$ cat src/rtl/verify_pkg.sv
// Shared constants and helpers for the verify platform reporter.
// Holds ASCII codes, the nibble-to-ASCII helper and the default baud divisor.
package verify_pkg;

    // 50 MHz / 115200 baud
    localparam int DEFAULT_CLKS_PER_BIT = 434;

    localparam logic [7:0] ASCII_T  = 8'h54;
    localparam logic [7:0] ASCII_C  = 8'h43;
    localparam logic [7:0] ASCII_EQ = 8'h3D;
    localparam logic [7:0] ASCII_SP = 8'h20;
    localparam logic [7:0] ASCII_CR = 8'h0D;
    localparam logic [7:0] ASCII_LF = 8'h0A;

    // 0-9 -> '0'-'9', A-F -> 'A'-'F' (uppercase)
    function automatic logic [7:0] nibble_to_ascii(input logic [3:0] n);
        logic [7:0] r;
        if (n < 4'd10) begin
            r = {4'h3, n};
        end else begin
            r = 8'h37 + {4'h0, n};
        end
        return r;
    endfunction

endpackage

$ cat src/rtl/score_reporter_if.sv
// Bundle between the scoreboard/host side and the score reporter.
// Ports: total/correct/report toward the reporter; uart_tx/busy/done back.
interface score_reporter_if #(
    parameter int CNT_W = 32
);
    logic [CNT_W-1:0] total;
    logic [CNT_W-1:0] correct;
    logic             report;
    logic             uart_tx;
    logic             busy;
    logic             done;

    modport master (
        output total, correct, report,
        input  uart_tx, busy, done
    );

    modport slave (
        input  total, correct, report,
        output uart_tx, busy, done
    );
endinterface

$ cat src/rtl/uart_byte_tx.sv
// 8N1 byte serializer: start bit, 8 data bits LSB first, stop bit.
// Ports: clk, rst_n, start (load data), data[7:0], tx (idle high), byte_done.
module uart_byte_tx
    import verify_pkg::*;
#(
    parameter int CLKS_PER_BIT = DEFAULT_CLKS_PER_BIT
) (
    input  logic       clk,
    input  logic       rst_n,
    input  logic       start,
    input  logic [7:0] data,
    output logic       tx,
    output logic       byte_done
);
    localparam int CW = (CLKS_PER_BIT > 1) ? $clog2(CLKS_PER_BIT) : 1;
    localparam logic [CW-1:0] CLK_LAST = CW'(CLKS_PER_BIT - 1);

    // Frame shifted out from bit 0; ones fill in behind so the
    // line returns high as soon as the stop bit is over.
    logic [9:0]    shreg;
    logic [CW-1:0] clk_cnt;
    logic [3:0]    bit_idx;
    logic          active;

    assign tx = shreg[0];

    // High during the last cycle of the stop bit, so a new start
    // issued on that edge follows with no idle gap.
    assign byte_done = active && (bit_idx == 4'd9) &&
                       (clk_cnt == CLK_LAST);

    always_ff @(posedge clk or negedge rst_n) begin
        if (!rst_n) begin
            shreg   <= '1;
            clk_cnt <= '0;
            bit_idx <= '0;
            active  <= 1'b0;
        end else if (start) begin
            shreg   <= {1'b1, data, 1'b0};
            clk_cnt <= '0;
            bit_idx <= '0;
            active  <= 1'b1;
        end else if (active) begin
            if (clk_cnt == CLK_LAST) begin
                clk_cnt <= '0;
                shreg   <= {1'b1, shreg[9:1]};
                bit_idx <= bit_idx + 4'd1;
                if (bit_idx == 4'd9) begin
                    active <= 1'b0;
                end
            end else begin
                clk_cnt <= clk_cnt + CW'(1);
            end
        end
    end

endmodule

$ cat src/rtl/score_reporter.sv
// Snapshots scoreboard counters and prints "T=<hex> C=<hex>\r\n" over UART.
// Ports: clk, rst_n, bus (slave: total, correct, report, uart_tx, busy, done).
module score_reporter
    import verify_pkg::*;
#(
    parameter int CNT_W        = 32,
    parameter int CLKS_PER_BIT = DEFAULT_CLKS_PER_BIT,
    parameter int PERIOD       = 50_000_000
) (
    input  logic             clk,
    input  logic             rst_n,
    score_reporter_if.slave  bus
);
    localparam int DIGITS = CNT_W / 4;
    localparam int NCHAR  = 2 * DIGITS + 7;
    localparam int IDX_W  = $clog2(NCHAR);
    localparam logic [IDX_W-1:0] LAST_IDX = IDX_W'(NCHAR - 1);

    localparam logic [1:0] S_IDLE = 2'd0;
    localparam logic [1:0] S_LOAD = 2'd1;
    localparam logic [1:0] S_SEND = 2'd2;
    localparam logic [1:0] S_DONE = 2'd3;

    logic [1:0]       state;
    logic [IDX_W-1:0] idx;
    logic [CNT_W-1:0] snap_t;
    logic [CNT_W-1:0] snap_c;
    logic [7:0]       next_char;
    logic             pending;
    logic             per_fire;
    logic             trigger;
    logic             go;
    logic             start;
    logic [7:0]       tx_data;
    logic             byte_done;
    logic             tx;

    function automatic logic [7:0] char_at(
        input int               i,
        input logic [CNT_W-1:0] t,
        input logic [CNT_W-1:0] c
    );
        logic [CNT_W-1:0] sh;
        logic [7:0]       ch;
        sh = '0;
        ch = ASCII_LF;
        unique case (1'b1)
            (i == 0): ch = ASCII_T;
            (i == 1): ch = ASCII_EQ;
            (i >= 2 && i < 2 + DIGITS): begin
                sh = t >> (4 * (DIGITS + 1 - i));
                ch = nibble_to_ascii(sh[3:0]);
            end
            (i == 2 + DIGITS): ch = ASCII_SP;
            (i == 3 + DIGITS): ch = ASCII_C;
            (i == 4 + DIGITS): ch = ASCII_EQ;
            (i >= 5 + DIGITS && i < 5 + 2 * DIGITS): begin
                sh = c >> (4 * (2 * DIGITS + 4 - i));
                ch = nibble_to_ascii(sh[3:0]);
            end
            (i == 5 + 2 * DIGITS): ch = ASCII_CR;
            default: ch = ASCII_LF;
        endcase
        return ch;
    endfunction

    if (PERIOD > 0) begin : g_per
        localparam int PW = (PERIOD > 1) ? $clog2(PERIOD) : 1;
        logic [PW-1:0] per_cnt;

        assign per_fire = (per_cnt == PW'(PERIOD - 1));

        // Free-running; not gated by an active line.
        always_ff @(posedge clk or negedge rst_n) begin
            if (!rst_n) begin
                per_cnt <= '0;
            end else if (per_fire) begin
                per_cnt <= '0;
            end else begin
                per_cnt <= per_cnt + PW'(1);
            end
        end
    end else begin : g_noper
        assign per_fire = 1'b0;
    end

    assign trigger = bus.report | per_fire;
    assign go      = trigger | pending;

    // The first character is constant, so a line can start on the
    // same edge the trigger is seen. Later characters are prepared
    // in LOAD while the previous byte is still on the wire.
    always_comb begin
        start   = 1'b0;
        tx_data = next_char;
        unique case (state)
            S_IDLE, S_DONE: begin
                if (go) begin
                    start   = 1'b1;
                    tx_data = ASCII_T;
                end
            end
            S_SEND: begin
                if (byte_done && idx != LAST_IDX) begin
                    start = 1'b1;
                end
            end
            default: ;
        endcase
    end

    always_ff @(posedge clk or negedge rst_n) begin
        if (!rst_n) begin
            state     <= S_IDLE;
            idx       <= '0;
            snap_t    <= '0;
            snap_c    <= '0;
            next_char <= '0;
            pending   <= 1'b0;
        end else begin
            unique case (state)
                S_IDLE, S_DONE: begin
                    if (go) begin
                        snap_t  <= bus.total;
                        snap_c  <= bus.correct;
                        pending <= 1'b0;
                        idx     <= '0;
                        state   <= S_LOAD;
                    end else begin
                        state <= S_IDLE;
                    end
                end
                S_LOAD: begin
                    if (trigger) pending <= 1'b1;
                    next_char <= char_at(int'(idx) + 1, snap_t, snap_c);
                    state     <= S_SEND;
                end
                S_SEND: begin
                    if (trigger) pending <= 1'b1;
                    if (byte_done) begin
                        if (idx == LAST_IDX) begin
                            state <= S_DONE;
                        end else begin
                            idx   <= idx + IDX_W'(1);
                            state <= S_LOAD;
                        end
                    end
                end
                default: state <= S_IDLE;
            endcase
        end
    end

    uart_byte_tx #(
        .CLKS_PER_BIT(CLKS_PER_BIT)
    ) u_tx (
        .clk      (clk),
        .rst_n    (rst_n),
        .start    (start),
        .data     (tx_data),
        .tx       (tx),
        .byte_done(byte_done)
    );

    assign bus.uart_tx = tx;
    assign bus.busy    = (state == S_LOAD) || (state == S_SEND);
    assign bus.done    = (state == S_DONE);

endmodule
$ cat src/flat_wrapper.sv
// flat-port wrapper written by rule: the top's interface ports become plain ports
module score_reporter_flat import verify_pkg::*;
#(
    parameter int CNT_W        = 32,
    parameter int CLKS_PER_BIT = DEFAULT_CLKS_PER_BIT,
    parameter int PERIOD       = 50_000_000
)
  (clk, rst_n, bus_total, bus_correct, bus_report, bus_uart_tx, bus_busy, bus_done);
  score_reporter_if #(.CNT_W(CNT_W)) bus_i ();
  input  logic clk;
  input  logic rst_n;
  input wire logic [$bits(bus_i.total)-1:0] bus_total;
  input wire logic [$bits(bus_i.correct)-1:0] bus_correct;
  input wire logic [$bits(bus_i.report)-1:0] bus_report;
  output wire logic [$bits(bus_i.uart_tx)-1:0] bus_uart_tx;
  output wire logic [$bits(bus_i.busy)-1:0] bus_busy;
  output wire logic [$bits(bus_i.done)-1:0] bus_done;
  assign bus_i.total = bus_total;
  assign bus_i.correct = bus_correct;
  assign bus_i.report = bus_report;
  assign bus_uart_tx = bus_i.uart_tx;
  assign bus_busy = bus_i.busy;
  assign bus_done = bus_i.done;
  score_reporter #(.CNT_W(CNT_W), .CLKS_PER_BIT(CLKS_PER_BIT), .PERIOD(PERIOD)) u_core (.clk(clk), .rst_n(rst_n), .bus(bus_i));
endmodule
$ cat config.mk
export PLATFORM = sky130hd
export DESIGN_NAME = score_reporter_flat
export DESIGN_NICKNAME = d
export VERILOG_FILES = /design/src/rtl/verify_pkg.sv /design/src/rtl/score_reporter_if.sv /design/src/rtl/uart_byte_tx.sv /design/src/rtl/score_reporter.sv /design/src/flat_wrapper.sv
export SDC_FILE = /design/constraint.sdc
export NUM_CORES = 1
export LEC_CHECK = 0
export ABC_CLOCK_PERIOD_IN_PS = 6620
export BUFFER_PORTS_ARGS = -buffer_cell sky130_fd_sc_hd__buf_4
export CAP_MARGIN = 20
export CORE_AREA = 2 2 158 160
export CTS_BUF_LIST = sky130_fd_sc_hd__clkbuf_2 sky130_fd_sc_hd__clkbuf_4 sky130_fd_sc_hd__clkbuf_8
export CTS_CLUSTER_SIZE = 12
export DETAILED_ROUTE_END_ITERATION = 8
export DIE_AREA = 0 0 160 162
export PLACE_DENSITY = 0.43
export SLEW_MARGIN = 20
export SYNTH_ARGS = -nofsm -noshare
export SYNTH_HDL_FRONTEND = slang
export SYNTH_SLANG_ARGS = --single-unit
$ cat constraint.sdc
create_clock -name clk -period 6.62 [get_ports clk]
set_input_delay 0.331 -clock clk [delete_from_list [all_inputs] [get_ports clk]]
set_output_delay 0.331 -clock clk [all_outputs]
set_load 0.02 [all_outputs]
==> results.md, run 1 <==
* Status: complete, no violations
* Netlist area before placement at just over 7000 um2
* Pwr dens at just under 200 nW/um2
* Worst EP required at 6.99 ns
* Worst hold path class: primary input to flip-flop
* Sequential power share at 0.494
* GR Layer Usage met2 at 0.2237
* Detailed Place HPWL at 12090 um
* 1st-pass router iterations at 4
* # rows at 57
* Setup_tns at 0 ns
* VDD IR max at 0.09112 mV
* Nets@finish at 909
* Via density at roughly 4.7
* Multi-input logic area at 3652 um2
* Worst EP arrival at roughly 5.2 ns
* Area delta synth->final at 16.79%
* Synth Area per Inst at 9.345 um2
* Most common cell in the netlist: nand2_1
* Post-Layout Cell Count at 1159
* Top_reg_cell synth: dfrtp_1
* Share of cells above drive strength 1 at 0.1880
* Clk_lat worst skew at 0.46 ns
* CTS Sinks at 128
* Longest Clk Path Bufs at 2
* Pint at 0.001229 W
* Fin crit share at 0.7259
* Worst Clk Skew at 0.02141 ns
* Minimum clock period after layout at 4.805 ns
* PortBufs at 69
* Layout Utilization at 0.3459
* Largest net degree at the start of global routing at 71
* Crit path max fanout at 17
* Die width at 160 um
* Area leader, netlist: dfrtp_1
* Root Buffer: clkbuf_8
* Slew Limit Fails at 0
* # DRC at 0
* Initial antenna violation count at 0
* ANT nets after route at 0
* RD Place Congestion at about 0.80
* ANT cells at 0
* GR peak layer: met2
* Core box area at 24110 um2
* Sw frac at 0.2526
* Vias in the first global route at 5595
* Slew @ Worst Pin at ~0.93 ns
* Via count at 5458
* CTS tree: done
* Register Area at 3214 um2
* Maxcap violations at 0
* Post-CTS setup buffers at 0
* Wire per inst at 14.83 um
* Starting Density at 0.2962
* Chip height at 162 um
* Share of flip-flops with an asynchronous set or reset at 1.000
* Post-synth EDFFs at 0
* FMAX at 208.1 MHz
* GRT Util Overall at 0.1406
* Worst rel slew slack at 0.3809
* Clock Power Share at 0.456
* P_leak at slightly below 4 nW
* Net Switching at slightly above 0.0004 W
* Fillers at 2552
* Setup violations, final at 0
* WS Path Type: flip-flop to flip-flop
* GR Util met1 at 0.1919
* CTS buffer count at 17
* Synth warn at 0
* RSZ-0062 raised after global routing: false
* Post-synthesis register bit count at approximately 130
* Reg2Reg Setup Slack at 1.81 ns
* Syn Nets at approximately 850
* Startpoint types: flip-flop
* Yosys top cell area share at 0.4171
* Hold_buf cts at 1
* Yosys cell types at 74
* Drt total wl at 17190 um
* I/O pin count at 70
* Type of element capturing the critical path: flip-flop
* Global route overflow at 0
* First-pass GRT wire length at 29100 um
* Syn Inst Count at approximately 760
* Combinational share of power at 0.050
* CTS clock-pin slew for the worst setup and hold paths at 0.09 ns
* Inst Count DP at ~1100
* Commonest cells in the netlist: 226 x nand2_1, 119 x dfrtp_1, 51 x nor2_1, 29 x mux2i_1, 23 x o21ai_0
* # H-tree levels at 4
* Met3 usage at 0.02937
* Die Area at 25920 um2
* Final hold violation count at 0
* Seq/Total Area, Yosys at 0.4502
* Initial drt markers at 281
* Cts repair resizes at 0
* Synth top area cells: dfrtp_1 42%, nand2_1 12%, mux4_2 4.4%
==> worst paths after layout <==
| kind | start | end | cells past startpoint |
|---|---|---|---|
| worst min register to register | u_core.snap_c[23]$_DFFE_PN0P_ | u_core.snap_c[23]$_DFFE_PN0P_ | 2 |
| worst max-delay path | u_core.idx[0]$_DFFE_PN0P_ | u_core.next_char[6]$_DFFE_PN0N_ | 17 |
| worst max register to register | u_core.idx[0]$_DFFE_PN0P_ | u_core.next_char[6]$_DFFE_PN0N_ | 17 |
| max in group asynchronous | rst_n | u_core.state[1]$_DFFE_PN0N_ | 3 |
| min in group asynchronous | rst_n | u_core.snap_c[9]$_DFFE_PN0P_ | 2 |
| worst min-delay path | bus_total[8] | u_core.snap_t[8]$_DFFE_PN0P_ | 3 |
==> area by class of cell <==
cell class | instances | share of cell area
Clock inverter | 15 | 0.02341
Timing Repair Buffer | 76 | 0.06873
Clock buffer | 17 | 0.02806
Multi-Input combinational cell | 582 | 0.4380
Inverter | 17 | 0.007653
Tap cell | 324 | 0.04862
Sequential cell | 128 | 0.3855
==> cells by family (layout without fill, tap and decap cells) <==
kind of cell	after synthesis	count (layout)	share of synthesized area
XOR/XNOR	34	34	0.04364
buffers and inverters	54	125	0.04013
multiplexers	47	47	0.09113
flip-flops	128	128	0.4502
adder cells (fa/ha/maj)	20	20	0.03505
AO/OA/AOI/OAI	100	100	0.1006
AND/OR/NAND/NOR	381	381	0.2392
==> flip-flops by register name, indices dropped and copies added (netlist names) <==
signal	count
u_core.g_per.per_cnt	26
u_core.idx	5
u_core.next_char	7
u_core.pending	1
u_core.snap_c	32
u_core.snap_t	32
u_core.state	2
u_core.u_tx.active	1
u_core.u_tx.bit_idx	4
u_core.u_tx.clk_cnt	9
u_core.u_tx.shreg	9
==> power groups by stage <==
stage | logic [W] | registers [W] | clock network (W)
finish | 0.0000827 | 0.000812 | 0.000749
global route | 0.0000948 | 0.000815 | 0.000810
CTS | 0.0000856 | 0.000812 | 0.000781
detailed placement | 0.0000847 | 0.000828 | 0
global placement | 0.0000838 | 0.000828 | 0
floorplan | 0.0000303 | 0.000824 | 0
==> metal layers <==
layer  vias to the layer above  routed length, um
met5                         -                  0
met4                         0                264
met3                        16                553
met2                        94               7899
met1                      2604               8467
li1                       2744                  -
==> worst max-delay path, cell delays in order (launching register included) <==
cell       delay (ns)
dfrtp_1          0.67
ha_1             0.60
xor2_1           0.53
inv_1            0.19
ha_1             0.31
inv_1            0.10
a21oi_1          0.06
o22ai_1          0.16
a21oi_1          0.07
ha_1             0.26
nand2b_1         0.17
a2111oi_4        0.26
and2_1           0.27
nand2b_1         0.08
ha_1             0.22
o21ai_0          0.20
or3b_1           0.37
a41oi_1          0.20
==> metrics by stage <==
stage	instance area (um2)	setup slack, ns	hold WS, ns	total power, W
after global placement	7899	2.025	0.4574	0.0009115
after CTS	8338	1.874	0.02326	0.001679
after floorplan	7139	2.558	0.03541	0.0008540
after global routing	8338	1.358	0.02930	0.001720
after detailed placement	7899	1.879	0.4612	0.0009125
final	8338	1.815	0.05417	0.001644
==> cell usage in the layout, fill, tap and decap left out, types with 13 or more instances in the layout <==
cell,Yosys,final
xnor2_1,15,15
inv_1,16,16
nand2_1,226,226
o21ai_0,23,23
mux2i_1,29,29
clkbuf_8,2,17
nand3_1,22,22
ha_1,20,20
a21oi_1,21,20
dfrtp_1,119,119
nor2_1,51,50
and3_1,13,13
mux4_2,14,14
xor2_1,18,18
buf_4,4,75
(Power assumes the default switching activity.)
==> run 2, diff against run 1 <==
ABC_CLOCK_PERIOD_IN_PS = 4700   (was 6620)
clock period = 4.7 ns   (was 6.62 ns; I/O delays follow)
==> run 2 against run 1 <==
  * Clock power grew 32%
  * Final cell count grew 6.1%
  * Fmax up 15%
  * Global-route usage up 0.35 points
  * Non-clock buffer count is 71 higher
  * Sequential power increased by 40%
  * Worst setup slack worse by 1.3 ns
  * Sequential share of layout area decreased by 2.9 points
  * Power rose by 39%
  * Die area unchanged
  * First-iteration DRC count fell by 25%
  * Largest power group unchanged
==> results.md, run 2 (synthesized netlist as in run 1, its figures left out) <==
* Pint at 0.001718 W (+40%)
* Crit-path slowest cell: dfrtp_1
* Final Worst Setup Slack at 0.5282 ns (-1.286 ns)
* Startpoint types: flip-flop
* Initial drt markers at 212 (-25%)
* Area delta synth->final at 26.45%
* Die Area at 25920 um2 (unchanged)
* Global route overflow at 0 (unchanged)
* Slowest Stage Delay on Critical Path at 0.57 ns (-0.10 ns)
* GRT Util Overall at 0.1441 (+0.003526)
* # rows at 57 (unchanged)
* Commonest non-fill, non-tap cell in the layout: nand2_1
* Worst EP required at 5.06 ns (-1.93 ns)
* Status: complete, no violations
* Detailed Place HPWL at 12090 um (about the same)
* Worst Clk Skew at 0.02286 ns (+0.001454 ns)
* First-pass GRT wire length at 30160 um (+3.6%)
* Top delay family on crit path: adder cells
* Minimum clock period after layout at 4.172 ns (-0.6337 ns)
* Via density at 4.654 (-1.2%)
* CTS clock-pin slew for the worst setup and hold paths at 0.08 ns (about the same)
* Net Switching at 0.0005705 W (+37%)
* Crit path max fanout at 9 (-8)
* Combinational share of power at 0.069 (+0.019)
* Worst EP arrival at 4.53 ns (-0.65 ns)
* # DRC at 0 (unchanged)
* Slew @ Worst Pin at 0.8907 ns (-0.03800 ns)
* WS Path Type: flip-flop to flip-flop
* P_leak at 4.217 nW (+7.4%)
* Worst hold path class: primary input to flip-flop
* Sw frac at 0.2493 (-0.003267)
* CTS Sinks at 128 (unchanged)
* PortBufs at 69 (unchanged)
* 1st-pass router iterations at 4 (unchanged)
* I/O pin count at 70 (unchanged)
* Crit path top cell by count: ha_1
* Fin crit share at 0.8876 (+0.1617)
* Nets@finish at 980 (+7.8%)
* # H-tree levels at 4 (unchanged)
* Wire per inst at 14.42 um (-2.7%)
* Clock Power Share at 0.431 (-0.025)
* Vias in the first global route at 5903 (+5.5%)
* Root Buffer: clkbuf_8
* Share of cells above drive strength 1 at 0.1821 (-0.005905)
* CP Cell Sequence: ha_1, xor2_2, inv_1, ha_1, inv_1, a21oi_1, o22ai_1, a21oi_1, ha_1, nand2b_1, a2111oi_4, and2_1, nand2b_1, ha_1, o21ai_0, or3b_1, a41oi_1
* Setup violations, final at 0 (unchanged)
* Core box area at 24110 um2 (unchanged)
* Register Area at 3214 um2 (unchanged)
* Chip height at 162 um (unchanged)
* CTS buffer count at 17 (unchanged)
* RSZ-0062 raised after global routing: false
* Initial antenna violation count at 0 (unchanged)
* ANT cells at 0 (unchanged)
* Setup_tns at 0 ns (unchanged)
* CTS tree: done
* ANT nets after route at 0 (unchanged)
* Worst path bufs/invs at 2 (unchanged)
* Multi-input logic area at 3660 um2 (+0.21%)
* Commonest cells after routing, fill and taps aside: 226 x nand2_1, 119 x dfrtp_1, 81 x buf_4
* Fillers at 2517 (-1.4%)
* Worst rel slew slack at 0.4048 (+0.02392)
* Longest Clk Path Bufs at 2 (unchanged)
* Type of element capturing the critical path: flip-flop
* Via count at 5724 (+4.9%)
* Starting Density at 0.2962 (unchanged)
* Drt total wl at 17740 um (+3.2%)
* FMAX at 239.7 MHz (+15%)
* Final hold violation count at 0 (unchanged)
* Top flop regs: u_core.snap_c (32), u_core.snap_t (32), u_core.g_per.per_cnt (26)
* Sequential power share at 0.499 (+0.005)
* RD Place Congestion at 0.8147 (+1.4%)
* VDD IR max at 0.1244 mV (+37%)
* Die width at 160 um (unchanged)
* Pwr dens at 253.5 nW/um2 (+29%)
* Maxcap violations at 0 (unchanged)
* Pre-CTS setup slack at 0.3929 ns (-1.486 ns)
* Slew Limit Fails at 0 (unchanged)
* Clk_lat worst skew at 0.45 ns (about the same)
* Largest net degree at the start of global routing at 74 (+4.2%)
[run 2: changes by cell type in the layout (fill, tap and decap cells not counted), sizes merged]
cell,change
dlygate4sd3,+64
buf,+7
inv,-5
clkinv,+4
bufinv,-1
clkbuf,+1
clkinvlp,+1
[run 2: what timing repair did]
item,4_1_cts,5_1_grt
buffers inserted,0,0
hold buffers,65,0
endpoints found under the hold margin,114,0
gates resized for setup,0,1
setup endpoints to repair,0,1
[run 2: final timing paths]
kind,from,endpoint,slack (ns),cells after the start
worst min-delay path,bus_report,u_core.pending$_DFFE_PN0P_,0.19,4
min in group asynchronous,rst_n,u_core.snap_c[7]$_DFFE_PN0P_,0.37,2
worst max-delay path,u_core.idx[0]$_DFFE_PN0P_,u_core.next_char[6]$_DFFE_PN0N_,0.53,17
worst max register to register,u_core.idx[0]$_DFFE_PN0P_,u_core.next_char[6]$_DFFE_PN0N_,0.53,17
max in group asynchronous,rst_n,u_core.u_tx.shreg[0]$_DFFE_PN1P_,3.42,3
worst min register to register,u_core.snap_c[19]$_DFFE_PN0P_,u_core.snap_c[19]$_DFFE_PN0P_,0.48,2
[run 2: final cells by class]
cell class | count | share of cell area
multi-input cells | 582 | 0.4054
flip-flops and latches | 128 | 0.3561
repair buffers | 147 | 0.1416
well taps | 324 | 0.04491
clock buffers | 18 | 0.02744
clock inverters | 14 | 0.01746
inverters | 17 | 0.007069
[run 2: layer usage]
layer | track usage | wire, um | vias to the layer above
li1 | - | - | 2880
met1 | 0.1953 | 8637 | 2745
met2 | 0.2324 | 8306 | 82
met3 | 0.02835 | 487 | 17
met4 | 0.04709 | 306 | 0
met5 | 0 | 0 | -
[run 2: worst reg2reg max path: cells and delay by family, from the launching register on]
family                   cells  cell delay [ns]
XOR/XNOR                     1             0.36
adder cells (fa/ha/maj)      4             1.07
AND/OR/NAND/NOR              4             0.86
flip-flops                   1             0.57
AO/OA/AOI/OAI                6             0.95
buffers and inverters        2             0.27
[run 2: power by group through the flow]
stage | clock, W | combinational (W) | sequential, W
final | 0.000986 | 0.000159 | 0.00114
after global routing | 0.00107 | 0.000180 | 0.00115
after CTS | 0.00102 | 0.000162 | 0.00114
after detailed placement | 0 | 0.000119 | 0.00116
after global placement | 0 | 0.000119 | 0.00116
after floorplan | 0 | 0.0000426 | 0.00116
[run 2: per-stage QoR]
stage          std cells  total power [W]  hold slack, ns  utilization  area (um2)
2_1_floorplan        764         0.001203        -0.06059            -        7139
3_3_place_gp        1133         0.001284          0.3575       0.3304        7964
3_5_place_dp        1133         0.001284          0.3472       0.3304        7964
4_1_cts             1230         0.002328          0.1680       0.3742        9020
5_1_grt             1230         0.002397          0.1899       0.3745        9027
6_report            1230         0.002288          0.1884       0.3745        9027
==> run 3, diff against run 2 <==
RECOVER_POWER = 25   (was not set)
==> run 3 against run 2 <==
  * The flow now finishes with violations (capacitance limit, slew limit)
  * Count of clock-buffer cells in the layout unchanged
  * Register-to-register slack hardly changed
  * Final cell count unchanged
  * Clock skew decreased by 0.0020 ns
  * Largest power group unchanged
  * Critical path type unchanged
  * Highest routed layer unchanged
  * Utilization down 0.067 points
  * Fmax up 0.13%
  * Largest cell class unchanged
  * Clock power about the same
==> results.md, run 3 (synthesized netlist as in run 1, its figures left out) <==
* Type of element capturing the critical path: flip-flop
* Combinational share of power at 0.069 (about the same)
* WS Path Type: flip-flop to flip-flop
* FMAX at 240.0 MHz (+0.13%)
* Setup_tns at 0 ns (unchanged)
* ANT nets after route at 0 (unchanged)
* Detailed Place HPWL at 12090 um (unchanged)
* Slew Limit Fails at 57 (+57)
* Longest Clk Path Bufs at 2 (unchanged)
* Failing checks: capacitance limit, slew limit
* Wire per inst at 14.38 um (-0.31%)
* GRT Util Overall at 0.1441 (unchanged)
* Via count at 5727 (+0.052%)
* PortBufs at 69 (unchanged)
* RSZ-0062 raised after global routing: false
* # rows at 57 (unchanged)
* Largest net degree at the start of global routing at 74 (unchanged)
* Drt total wl at 17680 um (-0.31%)
* Maxcap violations at 1 (+1)
* Fillers at 2518 (+0.040%)
* ANT cells at 0 (unchanged)
* Clock Power Share at 0.431 (about the same)
* First-pass GRT wire length at 30160 um (unchanged)
* Sw frac at 0.2486 (-0.0006520)
* P_leak at 4.209 nW (-0.20%)
* Setup violations, final at 0 (unchanged)
* Pre-CTS setup slack at 0.3929 ns (unchanged)
* Worst EP arrival at 4.52 ns (about the same)
* Via density at 4.656 (about the same)
* Final hold violation count at 0 (unchanged)
* CTS clock-pin slew for the worst setup and hold paths at 0.08 ns (about the same)
* CTS buffer count at 17 (unchanged)
* Core box area at 24110 um2 (unchanged)
* Worst Clk Skew at 0.02084 ns (-0.002023 ns)
* Root Buffer: clkbuf_8
* Worst rel slew slack at -1.052 (-1.456)
* Commonest cells after routing, fill and taps aside: 226 x nand2_1, 119 x dfrtp_1, 80 x buf_4
* I/O pin count at 70 (unchanged)
* Pint at 0.001716 W (about the same)
* Pwr dens at 253.5 nW/um2 (about the same)
* Minimum clock period after layout at 4.166 ns (-0.005311 ns)
* Nets@finish at 980 (unchanged)
* Sequential power share at 0.500 (about the same)
* Net Switching at 0.0005680 W (-0.43%)
* Share of cells above drive strength 1 at 0.1810 (-0.001104)
* Top flop regs: u_core.snap_c (32), u_core.snap_t (32), u_core.g_per.per_cnt (26)
* Die width at 160 um (unchanged)
* Initial antenna violation count at 0 (unchanged)
* Initial drt markers at 245 (+16%)
* Post-CTS setup buffers at 0 (unchanged)
* RD Place Congestion at 0.8147 (unchanged)
* VDD IR max at 0.1241 mV (-0.27%)
* Final Worst Setup Slack at 0.5335 ns (+0.005311 ns)
* Worst hold path class: primary input to flip-flop
* Worst EP required at 5.06 ns (about the same)
* Vias in the first global route at 5903 (unchanged)
* Slew @ Worst Pin at 3.077 ns (+2.187 ns)
* Die Area at 25920 um2 (unchanged)
* # DRC at 0 (unchanged)
* 1st-pass router iterations at 4 (unchanged)
* Fin crit share at 0.8865 (-0.001130)
* Global route overflow at 0 (unchanged)
* CTS Sinks at 128 (unchanged)
* Commonest non-fill, non-tap cell in the layout: nand2_1
* Status: finished with violations
* CTS tree: done
* Clk_lat worst skew at 0.45 ns (about the same)
* # H-tree levels at 4 (unchanged)
* Startpoint types: flip-flop
* Chip height at 162 um (unchanged)
* Area delta synth->final at 26.22%
* Starting Density at 0.2962 (unchanged)
* Crit path max fanout at 9 (unchanged)
==> run 3: what timing repair did <==
item,CTS,global route
endpoints found under the hold margin,114,0
setup endpoints to repair,0,1
hold buffers,65,0
resized for setup,0,1
==> run 3: metal layers <==
metal / vias up / global-route usage / routed length (um)
li1: 2883 / - / -
met1: 2735 / 0.1953 / 8593
met2: 90 / 0.2324 / 8241
met3: 19 / 0.02835 / 509
met4: 0 / 0.04709 / 338
met5: - / 0 / 0
==> run 3: per-stage QoR <==
stage                     power (W)  cell area [um2]  cells  utilization  hold slack [ns]
after floorplan            0.001203             7139    764            -         -0.06059
after global placement     0.001284             7964   1133       0.3304           0.3575
after detailed placement   0.001284             7964   1133       0.3304           0.3472
after CTS                  0.002328             9020   1230       0.3742           0.1680
after global routing       0.002395             9011   1230       0.3738           0.1899
final                      0.002284             9011   1230       0.3738           0.1898
==> run 3: worst paths after layout <==
check	from	endpoint	slack (ns)	cells past startpoint
worst max register to register	u_core.idx[0]$_DFFE_PN0P_	u_core.next_char[6]$_DFFE_PN0N_	0.53	17
worst min register to register	u_core.snap_t[11]$_DFFE_PN0P_	u_core.snap_t[11]$_DFFE_PN0P_	0.48	2
min in group asynchronous	rst_n	u_core.snap_c[7]$_DFFE_PN0P_	1.32	2
max in group asynchronous	rst_n	u_core.u_tx.clk_cnt[5]$_DFFE_PN0P_	0.91	3
worst max-delay path	u_core.idx[0]$_DFFE_PN0P_	u_core.next_char[6]$_DFFE_PN0N_	0.53	17
worst min-delay path	bus_report	u_core.pending$_DFFE_PN0P_	0.19	4
==> run 3: layout make-up <==
| class | instances | area [um2] | share of cell area |
|---|---|---|---|
| Tap cell | 324 | 405.4 | 0.04499 |
| Clock buffer | 18 | 247.7 | 0.02749 |
| Inverter | 17 | 63.81 | 0.007081 |
| Clock inverter | 14 | 157.7 | 0.01750 |
| Multi-Input combinational cell | 582 | 3660 | 0.4061 |
| Timing Repair Buffer | 147 | 1262 | 0.1401 |
| Sequential cell | 128 | 3214 | 0.3567 |
==> run 3: power by group through the flow <==
| stage | combinational [W] | sequential [W] | clock (W) |
|---|---|---|---|
| 3_3_place_gp | 0.000119 | 0.00116 | 0 |
| 3_5_place_dp | 0.000119 | 0.00116 | 0 |
| 5_1_grt | 0.000179 | 0.00115 | 0.00107 |
| 4_1_cts | 0.000162 | 0.00114 | 0.00102 |
| 6_report | 0.000157 | 0.00114 | 0.000984 |
| 2_1_floorplan | 0.0000426 | 0.00116 | 0 |
==> run 3: critical path: stages, from the launching register on <==
cell       delay (ns)
dfrtp_1          0.56
ha_1             0.28
xor2_2           0.37
inv_1            0.17
ha_1             0.30
inv_1            0.10
a21oi_1          0.07
o22ai_1          0.14
a21oi_1          0.07
ha_1             0.27
nand2b_1         0.17
a2111oi_4        0.26
and2_1           0.25
nand2b_1         0.08
ha_1             0.22
o21ai_0          0.21
or3b_1           0.36
a41oi_1          0.21
